## src/rtl/tdm_demux_8ch.sv

```systemverilog
// Receive-side 8-channel TDM demultiplexer: routes a serial sample stream round-robin
// into eight channel registers and holds each complete frame until acknowledged.
module tdm_demux_8ch #(
  parameter int WIDTH = 3,
  parameter int SEL_W = 3
) (
  input  logic             clk,
  input  logic             rst_n,
  input  logic [WIDTH-1:0] in_data,
  input  logic             in_valid,
  output logic             in_ready,
  input  logic             sync,
  output logic             frame_valid,
  input  logic             frame_ack,
  output logic [WIDTH-1:0] y0,
  output logic [WIDTH-1:0] y1,
  output logic [WIDTH-1:0] y2,
  output logic [WIDTH-1:0] y3,
  output logic [WIDTH-1:0] y4,
  output logic [WIDTH-1:0] y5,
  output logic [WIDTH-1:0] y6,
  output logic [WIDTH-1:0] y7,
  output logic [SEL_W-1:0] ch,
  output logic             misalign
);

  localparam int NCH = 2 ** SEL_W;
  localparam logic [SEL_W-1:0] LAST = '1;

  typedef enum logic {COLLECT = 1'b0, HOLD = 1'b1} state_t;

  state_t           r_state;
  logic [SEL_W-1:0] r_ch;
  logic [WIDTH-1:0] r_y [NCH];
  logic             r_in_ready;
  logic             r_frame_valid;
  logic             r_misalign;

  logic             w_accept;
  logic [SEL_W-1:0] w_widx;

  assign w_accept = in_valid & r_in_ready;
  // A sync coinciding with an accept forces the sample into channel 0.
  assign w_widx   = sync ? '0 : r_ch;

  always_ff @(posedge clk or negedge rst_n) begin
    if (!rst_n) begin
      r_state       <= COLLECT;
      r_ch          <= '0;
      r_in_ready    <= 1'b0;
      r_frame_valid <= 1'b0;
      r_misalign    <= 1'b0;
      for (int i = 0; i < NCH; i++) r_y[i] <= '0;
    end else begin
      r_misalign <= (r_state == COLLECT) && sync && (r_ch != '0);
      case (r_state)
        COLLECT: begin
          r_in_ready    <= 1'b1;
          r_frame_valid <= 1'b0;
          if (w_accept) begin
            r_y[w_widx] <= in_data;
            if (w_widx == LAST) begin
              r_ch          <= '0;
              r_state       <= HOLD;
              r_in_ready    <= 1'b0;
              r_frame_valid <= 1'b1;
            end else begin
              r_ch <= w_widx + 1'b1;
            end
          end else if (sync) begin
            r_ch <= '0;
          end
        end
        HOLD: begin
          if (frame_ack) begin
            r_state       <= COLLECT;
            r_in_ready    <= 1'b1;
            r_frame_valid <= 1'b0;
          end
        end
        default: r_state <= COLLECT;
      endcase
    end
  end

  assign in_ready    = r_in_ready;
  assign frame_valid = r_frame_valid;
  assign misalign    = r_misalign;
  assign ch          = r_ch;
  assign y0 = r_y[0];
  assign y1 = r_y[1];
  assign y2 = r_y[2];
  assign y3 = r_y[3];
  assign y4 = r_y[4];
  assign y5 = r_y[5];
  assign y6 = r_y[6];
  assign y7 = r_y[7];

endmodule

```

## config.mk

```make
export PLATFORM = sky130hd
export DESIGN_NAME = tdm_demux_8ch
export DESIGN_NICKNAME = d
export VERILOG_FILES = /design/src/rtl/tdm_demux_8ch.sv
export SDC_FILE = /design/constraint.sdc
export NUM_CORES = 1
export LEC_CHECK = 0
export BUFFER_PORTS_ARGS = -buffer_cell sky130_fd_sc_hd__buf_2
export CORE_AREA = 2 2 57 59
export CTS_CLUSTER_SIZE = 40
export DETAILED_ROUTE_END_ITERATION = 8
export DIE_AREA = 0 0 59 61
export GPL_TIMING_DRIVEN = 0
export PLACE_DENSITY_LB_ADDON = 0.05
export RECOVER_POWER = 100
export SYNTH_ARGS = -nofsm -noshare
export SYNTH_HDL_FRONTEND = slang
export SYNTH_SLANG_ARGS = --single-unit
```

## constraint.sdc

```tcl
create_clock -name clk -period 1.4 [get_ports clk]
set_input_delay 0.07 -clock clk [delete_from_list [all_inputs] [get_ports clk]]
set_output_delay 0.07 -clock clk [all_outputs]
set_load 0.05 [all_outputs]
```

==> impl_metrics.json <==
{
  "synth.distinct_cells": 28,
  "required_ns": 1.62,
  "drive_above_1_share_pct": 40.1,
  "routedWlPerCell_um": 14.5,
  "yosysSeqAreaShare_pct": 59.9,
  "grt_max_degree": 32,
  "wirelength_um": 2550,
  "skew_ns": 0.0117,
  "final_common_cell": "clkbuf_1",
  "hold_class": "in2reg",
  "p_total_w": 0.00256,
  "grt_usage_pct": 16.7,
  "grt_pass1_wl_um": 4290,
  "cp_data_arrival_time_ns": 1.64,
  "cp-start-kind": "register",
  "vias_per_cell": 5.23,
  "slew_headroom_pct": 50.3,
  "first_pass_iters": 4,
  "die_h_um": 61,
  "start_util_pct": 43.9,
  "setup_ws_ns": -0.0198,
  "htree_levels": 2,
  "min_period_ns": 1.42,
  "core_um2": 2950,
  "fillers": 293,
  "violations": "negative setup slack",
  "layout_common_cells": "28 x clkbuf_1, 27 x dfrtp_1, 19 x mux2_2",
  "cts.path.max_buffers": 2,
  "tns_ns": -0.0783,
  "finish.net_count": 150,
  "cts_root_buf": "clkbuf_4",
  "drc_errors": 0,
  "place_hpwl_um": 1790,
  "finalHoldWorstSlack_ns": 0.00956,
  "synthCells": 92,
  "max_clock_freq_mhz": 704,
  "cts_tree": "done",
  "slew_viol_final": 0,
  "grt_pass1_vias": 911,
  "pin_count": 38,
  "route.vias.total": 916,
  "n_antenna_cell": 0,
  "drtIter0Drc": 27,
  "crit_fanout": 8,
  "antenna_found_initial": 0,
  "syn_to_final_growth_pct": 25.4,
  "place.gp.congestion": 0.768,
  "die_w_um": 59,
  "gr-total-overflow": 0,
  "numCtsBuffers": 5,
  "clkSinkCount": 31,
  "synth-edff-count": 0,
  "p_leak_nw": 0.771,
  "ys.flop_type": "dfrtp_1",
  "ys_ff_latch": 31,
  "drv_cap": 0,
  "powerDensity_nw_per_um2": 1580,
  "synthArstFlopShare_pct": 100,
  "cts.reportedPaths.clkPinSlew_ns": 0.09,
  "port_buffers": 37,
  "final_hold_viol_count": 0,
  "yosysWarnings": 0,
  "end_kind": "register",
  "pre_cts_slack_ns": -0.109,
  "tightest_slew_ns": 0.745,
  "setup_viol": 5,
  "fin_util_pct": 55.0,
  "rsz0062_at_grt": "yes",
  "dieArea_um2": 3600,
  "synth_fp_nets": 101,
  "ir_drop_mv": 1.04,
  "syn_area_um2": 1290,
  "timing.final.crit_share_pct": 101,
  "avgSynthCellArea_um2": 14.1,
  "status": "finished with violations",
  "clkLatencyLatePin_ns": 0.33,
  "timing.setup.critical_path_class": "reg2reg",
  "row_count": 20,
  "ant_nets": 0
}
routing by layer:
| metal | vias up | wire (um) | track usage [%] |
|---|---|---|---|
| li1 | 427 | - | - |
| met1 | 452 | 1110 | 20.6 |
| met2 | 31 | 1230 | 26.7 |
| met3 | 6 | 154 | 6.40 |
| met4 | 0 | 44 | 6.82 |
| met5 | - | 0 | 0 |
power by group:
part	internal (W)	switching, W	total [W]	leakage (nW)
clock	0.000295	0.000296	0.000591	0.0386
combinational	0.000204	0.000660	0.000864	0.337
sequential	0.00104	0.0000720	0.00111	0.396
total	0.00153	0.00103	0.00256	0.771
kinds of logic (layout without fill, tap and decap cells):
logic type	Yosys count	in the layout	synth area share, %
fa+ha+maj	1	1	0.966
mux	25	25	22.5
buf+inv	4	54	1.83
flops	31	31	59.9
compound gates	7	7	3.19
simple gates	24	24	11.6
stage by stage:
stage               cell area [um^2]  instances
floorplan                       1330         92
global placement                1550        162
detailed placement              1550        162
CTS                             1660        174
global route                    1620        175
finish                          1620        175
layout make-up:
type                            count  area, um^2  area share (%)
Sequential cell                    31         781            48.1
Multi-Input combinational cell     57         510            31.4
Timing Repair Buffer               42         189            11.6
Clock buffer                        8        68.8            4.24
Tap cell                           33        41.3            2.54
Buffer                              3        30.0            1.85
Inverter                            1        3.75           0.231
worst max-delay path, stage by stage, from the launching register on:
cell and delay, ns:
dfrtp_1 0.38, and3b_2 0.25, buf_6 0.12, and4b_4 0.28, mux2_4 0.30
state kept, by name, indices dropped and copies added, names as in the netlist:
register and cells:
ch 3, in_ready 1, y6 3, frame_valid 1
y3 3, y5 3, y1 3, misalign 1
y7 3, y2 3, y0 3, y4 3
r_state 1
Yosys cell counts, types with 3 or more instances:
| library cell | number | share of area (%) |
|---|---|---|
| mux2_4 | 3 | 3.5 |
| nand4b_1 | 3 | 2.0 |
| dfrtp_1 | 31 | 60 |
| mux2_2 | 21 | 18 |
| nor2_1 | 3 | 0.87 |
| o21ai_0 | 4 | 1.5 |
| nand2_1 | 6 | 1.7 |
what timing repair did:
item | 4_1_cts | 5_1_grt
endpoints found under the setup margin | 21 | 21
hold buffers | 1 | 0
setup buffers | 3 | 1
resized for setup | 1 | 1
endpoints found under the hold margin | 31 | 0
worst paths after layout:
| path | start | to | slack, ns | cells after the start |
|---|---|---|---|---|
| hold / removal | in_valid | ch[0]$_DFFE_PN0N_ | 0.01 | 3 |
| max in group asynchronous | rst_n | in_ready$_DFFE_PN0P_ | 0.54 | 2 |
| setup / recovery | r_state$_DFF_PN0_ | y5[2]$_DFFE_PN0P_ | -0.02 | 4 |
| hold reg to reg | y6[2]$_DFFE_PN0P_ | y6[2]$_DFFE_PN0P_ | 0.51 | 1 |
| setup reg to reg | r_state$_DFF_PN0_ | y5[2]$_DFFE_PN0P_ | -0.02 | 4 |
| min in group asynchronous | rst_n | misalign$_DFF_PN0_ | 0.33 | 2 |
(Power assumes the default switching activity.)
